[src/rtl/router_pkg.sv]
// Shared constants for the 1x3 packet router: byte width, header address field and destinations.
package router_pkg;
  localparam int DATA_WIDTH = 8;
  localparam int ADDR_BITS  = 2;
  localparam logic [ADDR_BITS-1:0] INVALID_ADDR = 2'b11;

  typedef enum logic [ADDR_BITS-1:0] {
    DEST0 = 2'd0,
    DEST1 = 2'd1,
    DEST2 = 2'd2
  } dest_e;
endpackage

[src/rtl/router_parity_acc.sv]
// Running packet parity, captured parity byte and sticky mismatch flag; 1-cycle registered.
// No backpressure of its own: follows the FSM strobes, skipping bytes that stall on fifo_full.
module router_parity_acc
  import router_pkg::*;
#(
  parameter int DW = router_pkg::DATA_WIDTH
) (
  input  logic          clock,
  input  logic          resetn,
  input  logic          dec_clr_i,
  input  logic          lfd_state_i,
  input  logic          ld_state_i,
  input  logic          laf_state_i,
  input  logic          pkt_valid_i,
  input  logic          fifo_full_i,
  input  logic          low_pkt_valid_i,
  input  logic          parity_done_i,
  input  logic [DW-1:0] data_in_i,
  input  logic [DW-1:0] hdr_i,
  input  logic [DW-1:0] hold_byte_i,
  output logic          err_o
);

  logic [DW-1:0] int_parity_q, int_parity_d;
  logic [DW-1:0] pkt_parity_q, pkt_parity_d;
  logic          err_q, err_d;

  always_comb begin
    int_parity_d = int_parity_q;
    if (dec_clr_i)
      int_parity_d = '0;
    else if (lfd_state_i)
      int_parity_d = int_parity_q ^ hdr_i;
    else if (ld_state_i && pkt_valid_i && !fifo_full_i)
      int_parity_d = int_parity_q ^ data_in_i;
    else if (laf_state_i && !low_pkt_valid_i)
      int_parity_d = int_parity_q ^ hold_byte_i;

    // A parity byte that stalled on full is recovered from the hold register.
    pkt_parity_d = pkt_parity_q;
    if (ld_state_i && !pkt_valid_i && !fifo_full_i)
      pkt_parity_d = data_in_i;
    else if (laf_state_i && low_pkt_valid_i)
      pkt_parity_d = hold_byte_i;

    err_d = err_q;
    if (dec_clr_i)
      err_d = 1'b0;
    else if (parity_done_i && (int_parity_q != pkt_parity_q))
      err_d = 1'b1;
  end

  always_ff @(posedge clock) begin
    if (!resetn) begin
      int_parity_q <= '0;
      pkt_parity_q <= '0;
      err_q        <= 1'b0;
    end else begin
      int_parity_q <= int_parity_d;
      pkt_parity_q <= pkt_parity_d;
      err_q        <= err_d;
    end
  end

  assign err_o = err_q;

endmodule

[src/rtl/router_pkt_reg.sv]
// Router datapath register: header capture, FIFO write byte with hold/replay on full, parity status.
// dout follows the sampled byte by 1 cycle; a byte arriving on fifo_full is parked and replayed in laf_state.
module router_pkt_reg
#(
  parameter int DATA_WIDTH = router_pkg::DATA_WIDTH,
  parameter int ADDR_BITS  = router_pkg::ADDR_BITS,
  parameter logic [ADDR_BITS-1:0] INVALID_ADDR = router_pkg::INVALID_ADDR
) (
  input  logic                  clock,
  input  logic                  resetn,
  input  logic                  pkt_valid,
  input  logic [DATA_WIDTH-1:0] data_in,
  input  logic                  fifo_full,
  input  logic                  detect_add,
  input  logic                  lfd_state,
  input  logic                  ld_state,
  input  logic                  laf_state,
  input  logic                  full_state,
  input  logic                  rst_int_reg,
  output logic                  parity_done,
  output logic                  low_pkt_valid,
  output logic                  err,
  output logic [DATA_WIDTH-1:0] dout
);
  import router_pkg::*;

  logic [DATA_WIDTH-1:0] hdr_q, hdr_d;
  logic [DATA_WIDTH-1:0] hold_q, hold_d;
  logic [DATA_WIDTH-1:0] dout_q, dout_d;
  logic                  parity_done_q, parity_done_d;
  logic                  low_pkt_valid_q, low_pkt_valid_d;
  logic                  bad_hdr;
  logic                  dec_clr;

  // An invalid header is ignored outright, so decode leaves all packet state untouched.
  assign bad_hdr = pkt_valid && (data_in[ADDR_BITS-1:0] == INVALID_ADDR);
  assign dec_clr = detect_add && !bad_hdr;

  always_comb begin
    hdr_d = hdr_q;
    if (detect_add && pkt_valid && !bad_hdr)
      hdr_d = data_in;

    dout_d = dout_q;
    hold_d = hold_q;
    if (!full_state) begin
      if (lfd_state)
        dout_d = hdr_q;
      else if (ld_state && !fifo_full)
        dout_d = data_in;
      else if (laf_state)
        dout_d = hold_q;

      if (ld_state && fifo_full)
        hold_d = data_in;
    end

    low_pkt_valid_d = low_pkt_valid_q;
    if (rst_int_reg)
      low_pkt_valid_d = 1'b0;
    else if (ld_state && !pkt_valid)
      low_pkt_valid_d = 1'b1;

    parity_done_d = parity_done_q;
    if (dec_clr)
      parity_done_d = 1'b0;
    else if ((ld_state && !fifo_full && !pkt_valid) ||
             (laf_state && low_pkt_valid_q && !parity_done_q))
      parity_done_d = 1'b1;
  end

  always_ff @(posedge clock) begin
    if (!resetn) begin
      hdr_q           <= '0;
      hold_q          <= '0;
      dout_q          <= '0;
      parity_done_q   <= 1'b0;
      low_pkt_valid_q <= 1'b0;
    end else begin
      hdr_q           <= hdr_d;
      hold_q          <= hold_d;
      dout_q          <= dout_d;
      parity_done_q   <= parity_done_d;
      low_pkt_valid_q <= low_pkt_valid_d;
    end
  end

  router_parity_acc #(.DW(DATA_WIDTH)) u_parity (
    .clock           (clock),
    .resetn          (resetn),
    .dec_clr_i       (dec_clr),
    .lfd_state_i     (lfd_state),
    .ld_state_i      (ld_state),
    .laf_state_i     (laf_state),
    .pkt_valid_i     (pkt_valid),
    .fifo_full_i     (fifo_full),
    .low_pkt_valid_i (low_pkt_valid_q),
    .parity_done_i   (parity_done_q),
    .data_in_i       (data_in),
    .hdr_i           (hdr_q),
    .hold_byte_i     (hold_q),
    .err_o           (err)
  );

  assign dout          = dout_q;
  assign parity_done   = parity_done_q;
  assign low_pkt_valid = low_pkt_valid_q;

endmodule

[config.mk]
export PLATFORM = sky130hd
export DESIGN_NAME = router_pkt_reg
export DESIGN_NICKNAME = d
export VERILOG_FILES = /design/src/rtl/router_pkg.sv /design/src/rtl/router_parity_acc.sv /design/src/rtl/router_pkt_reg.sv
export SDC_FILE = /design/constraint.sdc
export NUM_CORES = 1
export LEC_CHECK = 0
export CAP_MARGIN = 30
export CORE_MARGIN = 1
export CORE_UTILIZATION = 23
export DETAILED_ROUTE_END_ITERATION = 7
export GPL_TIMING_DRIVEN = 0
export PLACE_DENSITY = 0.4
export SLEW_MARGIN = 0
export SYNTH_ARGS = -nofsm -noshare
export SYNTH_HDL_FRONTEND = slang
export SYNTH_SLANG_ARGS = --single-unit
[constraint.sdc]
create_clock -name clock -period 2.37 [get_ports clock]
set_input_delay 0.237 -clock clock [delete_from_list [all_inputs] [get_ports clock]]
set_output_delay 0.237 -clock clock [all_outputs]
set_load 0.05 [all_outputs]
==> run summary, run 1 <==
=================================================================================
Outcome                                                              finished clean
Buffers added on ports                                                         28
Async set or reset register ratio after synthesis                              0%
Maximum number of buffers from clock root to sink                               2
Pwr Density                                                           581 nW/um^2
Hold buffers post-CTS                                                           0
Synthesis-stage register bit count                                             43
Start point of the worst hold path                                   u_parity.err_o$_SDFFE_PP0P_
Mean instance size in the synthesized netlist                          9.36 sq um
Number of antenna violations at the first check in global routing               0
Top FF cell, synth                                                        dfxtp_1
Min Clock Period, post-route                                              1.82 ns
Sequential cell fraction of total power                                     45.5%
Post-synthesis instance total                                                 256
Post-layout instance count excluding filler cells                             425
Worst setup slack after layout                                           0.554 ns
Flop2flop setup slack                                                     0.94 ns
Number of warnings issued by yosys                                              0
Hold Path End                                                        u_parity.err_o$_SDFFE_PP0P_
Final period util                                                           76.6%
Total CTS buffers                                                               5
Max-slew violations                                                             0
Clock power share                                                           35.6%
Final Power                                                               1.72 mW
Max Clock Skew                                                         0.00916 ns
Max Freq                                                                  551 MHz
Post-detailed-route DRC marker count                                            0
Aggregate routed wire length                                              6640 um
Number of nets produced by synthesis                                          274
Global-route congestion overflow total                                          0
Worst Path Max Fanout                                                          10
Setup repair after global routing missed its margin                            no
Count of placed standard cells including taps                                 417
WHS                                                                      0.449 ns
Static Leakage                                                            1.20 nW
Max-cap check violation count                                                   0
Core region area                                                       9950 sq um
Relative slew margins                                                       55.4%
Number of antenna cells inserted                                                0
Vert. Die Dim                                                              104 um
Die X                                                                      104 um
Number of cells on the worst hold path                                          2
All-Layer GR Usage                                                          12.9%
Net Switching                                                            0.485 mW
Setup slack after placement                                              0.229 ns
Fraction of the core area covered by cells at the end of the flow           29.7%
Arrival time at the worst endpoint                                        2.01 ns
Transition time of the tightest slew-check pin                           0.665 ns
Via-to-Cell Ratio                                                            4.51
Worst path max stage delay                                                0.50 ns
Area grow syn2layout                                                        23.6%
Cts repair resizes                                                              0
Post-CTS setup buffer count                                                     0
Net switching fraction of the power                                         28.2%
Number of levels the H-tree was split into                                      2
Number of nets in the layout                                                  309
IR drop worst, VDD                                                       0.247 mV
Capturing element type of the critical path                                  flop
Footprint of the multi-input gates                                     1370 sq um
Critical path startpoint category                                    primary input
Critical path type                                                   primary input to flop
Detailed Routing Iterations Pass 1                                              6
Post-route antenna net violation count                                          0
Die area                                                              10800 sq um
Clock Tree Root                                                          clkbuf_8
Synth cell types                                                               36
Largest net degree at the start of global routing                              14
Cell area after placement                                              2840 sq um
Hold violation count in the final report                                        0
Via count of the first global-routing pass                                   1975
Path category of the worst min-delay check                           flop to flop
Wire length of the first global-routing pass                             11000 um
Clk_lat worst skew                                                        0.30 ns
Number of cells traversed by the worst register-to-register path                6
Slowest-stage cell, CP                                               clkdlybuf4s50_1
Internal Dissipation                                                      1.24 mW
Leading cell type in the layout, fill and taps excluded                   dfxtp_1
Startpoint of the most critical register-to-register path            low_pkt_valid$_SDFFE_PP0P_
DP HPWL                                                                   5210 um
CTS tree                                                                    built
Initial cell density of the core                                            24.1%
Register area                                                           861 sq um
Fillers                                                                      1027
Crit-path cells                                                      clkdlybuf4s50_1 -> nand2b_1 -> buf_2 -> nand2b_1 -> clkbuf_1 -> buf_2 -> nand3_1 -> o211a_1
Share of total power in combinational logic                                 18.9%
DR vias                                                                      1918
Netlist area before placement                                          2400 sq um
Average detailed-routed wire length per instance                          15.6 um
Num rows                                                                       36
Layout cells sized above 1                                                  10.6%
Share of the yosys chip area belonging to registers                         35.9%
Endpoints failing setup                                                         0
Final total negative setup slack                                             0 ns
Count of flip-flops with a built-in enable after synthesis                      0
Summed area of non-filler cells in the final layout                    2960 sq um
Clock slew seen by the registers of the worst setup and hold paths        0.08 ns
Final weighted congestion in routability-driven placement                   0.754
Reg-to-reg critical path endpoint                                    u_parity.int_parity_q[1]$_SDFFE_PP0P_
Clock sink total                                                               43
Required time of the critical path                                        2.57 ns
Starting DRC count in detailed routing                                         94
Top-Level Pins                                                                 29
Commonest non-fill, non-tap cells in the layout                      dfxtp_1, clkdlybuf4s50_1, nor2b_1, nand2b_1, nand3_1
=================================================================================
[cells in the mapped netlist, types with 2 or more instances]
master	number	area, sq um
dfxtp_1	43	861
nor2b_1	25	156
nand2b_1	19	119
nand3_1	16	80.1
nor2_1	15	56.3
a21oi_1	11	55.1
clkbuf_1	10	37.5
inv_1	10	37.5
mux2i_1	10	100
nand2_1	9	33.8
a211o_1	8	70.1
a211oi_1	8	60.1
a32o_1	8	80.1
and4b_1	8	80.1
o211a_1	8	80.1
o41ai_2	8	130
xnor2_1	8	70.1
buf_2	6	30.0
o311ai_1	6	52.6
buf_6	2	22.5
nand4_1	2	12.5
o21ai_0	2	10.0
[power groups by stage]
stage | logic, mW | clock network, mW | registers [mW]
CTS | 0.329 | 0.629 | 0.784
global route | 0.355 | 0.662 | 0.790
detailed placement | 0.327 | 0 | 0.801
floorplan | 0.186 | 0 | 0.823
finish | 0.325 | 0.613 | 0.784
global placement | 0.329 | 0 | 0.801
[worst max path at each step]
stage,end,start,slack [ns],cells past startpoint
after floorplan,u_parity.int_parity_q[1]$_SDFFE_PP0P_,low_pkt_valid$_SDFFE_PP0P_,0.77,6
after global placement,u_parity.int_parity_q[6]$_SDFFE_PP0P_,data_in[1],0.21,6
after detailed placement,u_parity.int_parity_q[6]$_SDFFE_PP0P_,data_in[1],0.23,6
after CTS,u_parity.int_parity_q[6]$_SDFFE_PP0P_,data_in[1],0.54,6
after global routing,u_parity.pkt_parity_q[6]$_SDFFE_PN0P_,fifo_full,0.40,8
final,u_parity.pkt_parity_q[6]$_SDFFE_PN0P_,fifo_full,0.55,8
[sequential cells by signal, summed over array words and instances, names as in the netlist]
signal,flops
dout,8
hdr_q,8
hold_q,8
u_parity.int_parity_q,8
u_parity.pkt_parity_q,8
low_pkt_valid,1
parity_done,1
u_parity.err_o,1
[cell type report]
class / instances / area share, %
Multi-Input combinational cell: 181 / 46.4
Sequential cell: 43 / 29.1
Inverter: 11 / 1.39
Buffer: 21 / 4.10
Tap cell: 133 / 5.62
Clock buffer: 6 / 2.79
Clock inverter: 2 / 1.18
Timing Repair Buffer: 28 / 9.47
[cell families (layout without fill, tap and decap cells)]
kind of cell | count (synthesis) | count (layout) | share of synthesized area [%]
muxes | 10 | 10 | 4.18
xor gates and xnor gates | 8 | 8 | 2.92
and+or+nand+nor | 100 | 100 | 24.8
AOI/OAI and AO/OA | 63 | 63 | 25.4
buffers and inverters | 32 | 68 | 6.79
DFF | 43 | 43 | 35.9
[per-layer routing]
metal	share of wire, %	global-route usage (%)
met1	51	17.7
met3	2.2	2.19
met2	46	20.9
met4	0.96	3.47
met5	0	0
[critical path, delay by kind of cell]
kind / cells / cell delay [ns]
buf+inv: 4 / 1.30
simple gates: 3 / 0.34
compound gates: 1 / 0.13
Note: power is estimated with default switching activity, not from simulation.
==> inputs of run 2 (changes only) <==
Clock period 2.37 ns to 1.7 ns, I/O delays scaled along.
==> run 2 against run 1 <==
- clock skew hardly changed
- first-iteration DRC count up 6.4%
- non-clock buffer count shrank 1
- clock-buffer cell count unchanged
- critical endpoint is now u_parity.int_parity_q[0]$_SDFFE_PP0P_
- setup slack worse by 0.51 ns
- largest power group unchanged
- global-route usage unchanged
==> run summary, run 2 (synthesis results as in run 1) <==
=================================================================================
Die area                                                              10800 sq um
Post-detailed-route DRC marker count                                            0
IR drop worst, VDD                                                       0.345 mV
Clock power share                                                           35.4%
Number of antenna cells inserted                                                0
Largest net degree at the start of global routing                              14
Internal Dissipation                                                      1.72 mW
Max-cap check violation count                                                   0
Via count of the first global-routing pass                                   1975
Final total negative setup slack                                             0 ns
CTS tree                                                                    built
Initial cell density of the core                                            24.1%
Pwr Density                                                           806 nW/um^2
Capture point of the critical path                                   u_parity.int_parity_q[0]$_SDFFE_PP0P_
Hold buffers post-CTS                                                           0
Startpoint of the most critical register-to-register path            low_pkt_valid$_SDFFE_PP0P_
Required time of the critical path                                        1.88 ns
Average detailed-routed wire length per instance                          15.6 um
Arrival time at the worst endpoint                                        1.83 ns
Start point of the worst hold path                                    rst_int_reg
Post-layout instance count excluding filler cells                             424
Clk_lat worst skew                                                        0.30 ns
Vert. Die Dim                                                              104 um
Net Switching                                                            0.673 mW
Sequential cell fraction of total power                                     45.6%
Fillers                                                                      1024
Post-route antenna net violation count                                          0
Clock sink total                                                               43
Endpoints failing setup                                                         0
Area grow syn2layout                                                        24.2%
Count of placed standard cells including taps                                 417
Maximum number of buffers from clock root to sink                               2
Cell area after placement                                              2840 sq um
Total CTS buffers                                                               5
Wire length of the first global-routing pass                             11000 um
Final weighted congestion in routability-driven placement                   0.754
Min Clock Period, post-route                                              1.66 ns
Summed area of non-filler cells in the final layout                    2980 sq um
Path category of the worst min-delay check                           primary input to flop
First element of the critical path                                      lfd_state
Aggregate routed wire length                                              6640 um
Share of total power in combinational logic                                 19.0%
Global-route congestion overflow total                                          0
Top-Level Pins                                                                 29
Critical path type                                                   primary input to flop
All-Layer GR Usage                                                          12.9%
Outcome                                                              finished clean
Flop2flop setup slack                                                     0.27 ns
Clock slew seen by the registers of the worst setup and hold paths        0.08 ns
Transition time of the tightest slew-check pin                           0.696 ns
Leading cell type in the layout, fill and taps excluded                   dfxtp_1
Critical path startpoint category                                    primary input
Reg-to-reg critical path endpoint                                    u_parity.int_parity_q[1]$_SDFFE_PP0P_
Clock Tree Root                                                          clkbuf_8
Max Freq                                                                  603 MHz
DP HPWL                                                                   5210 um
Starting DRC count in detailed routing                                        100
Number of nets in the layout                                                  308
Layout cells sized above 1                                                  11.7%
Static Leakage                                                            1.24 nW
Buffers added on ports                                                         28
Max-slew violations                                                             0
DR vias                                                                      1941
Capturing element type of the critical path                                  flop
Max Clock Skew                                                         0.00942 ns
Core region area                                                       9950 sq um
Via-to-Cell Ratio                                                            4.58
Number of cells traversed by the worst register-to-register path                6
Hold violation count in the final report                                        0
Worst Path Max Fanout                                                          10
Num rows                                                                       36
Relative slew margins                                                       53.3%
Number of levels the H-tree was split into                                      2
Post-CTS setup buffer count                                                     0
Final period util                                                           97.6%
Number of antenna violations at the first check in global routing               0
Commonest non-fill, non-tap cells in the layout                      dfxtp_1, nor2b_1, clkdlybuf4s50_1, nand2b_1, nand3_1
Detailed Routing Iterations Pass 1                                              6
Setup repair after global routing missed its margin                           yes
Net switching fraction of the power                                         28.1%
Die X                                                                      104 um
=================================================================================
## run 2: cell types whose count changed in the layout (fill, tap and decap cells not counted)
cell             delta
clkdlybuf4s50_1     -4
clkbuf_4            +2
dlymetal6s2s_1      +2
buf_2               -3
nand2b_1            -1
clkbuf_1            -3
clkbuf_2            +2
buf_6               +1
nand2b_2            +1
dlygate4sd2_1       +2
## run 2: worst min-delay path by stage
stage / endpoint / slack [ns] / cells past startpoint
after floorplan: low_pkt_valid$_SDFFE_PP0P_ / 0.25 / 1
after global placement: u_parity.err_o$_SDFFE_PP0P_ / 0.44 / 2
after detailed placement: u_parity.err_o$_SDFFE_PP0P_ / 0.44 / 2
after CTS: low_pkt_valid$_SDFFE_PP0P_ / 0.41 / 2
after global routing: low_pkt_valid$_SDFFE_PP0P_ / 0.43 / 2
final: low_pkt_valid$_SDFFE_PP0P_ / 0.42 / 2
## run 2: area by class of cell
type                            count  area, sq um  area share [%]
Tap cell                          133          166            5.59
Buffer                             20          131            4.42
Inverter                           11         41.3            1.39
Clock buffer                        6         82.6            2.78
Multi-Input combinational cell    181         1380            46.2
Sequential cell                    43          861            28.9
Clock inverter                      2         35.0            1.18
Timing Repair Buffer               28          283            9.50
## run 2: timing repair
item | 4_1_cts | 5_1_grt
setup endpoints to repair | 4 | 14
endpoints found under the hold margin | 0 | 0
gates resized for setup | 3 | 10
## run 2: power by group through the flow
stage / Clock, mW / Sequential [mW] / Combinational [mW]
3_3_place_gp: 0 / 1.12 / 0.459
6_report: 0.850 / 1.09 / 0.455
5_1_grt: 0.922 / 1.10 / 0.496
4_1_cts: 0.877 / 1.09 / 0.457
3_5_place_dp: 0 / 1.12 / 0.456
2_1_floorplan: 0 / 1.15 / 0.259
## run 2: metrics by stage
step	worst slack (ns)	hold WS (ns)	util [%]	total power, mW
6_report	0.0412	0.419	29.9	2.40
5_1_grt	-0.00329	0.435	29.9	2.52
4_1_cts	0.0282	0.415	29.7	2.43
3_5_place_dp	-0.374	0.440	28.6	1.57
3_3_place_gp	-0.397	0.443	28.6	1.58
2_1_floorplan	0.105	0.246	-	1.41
## run 2: per-layer routing
metal / vias to the layer above / track usage, % / part of all wire, %
met1: 904 / 17.7 / 50
met2: 30 / 20.9 / 46
met5: - / 0 / 0
li1: 1002 / - / -
met4: 0 / 3.47 / 0.96
met3: 5 / 2.19 / 2.7
## run 2: worst max-delay path, cell delays in order
cell and delay [ns]:
clkdlybuf4s50_1 0.61, clkbuf_1 0.42, a211oi_1 0.18, o311ai_1 0.32
o41ai_2 0.13
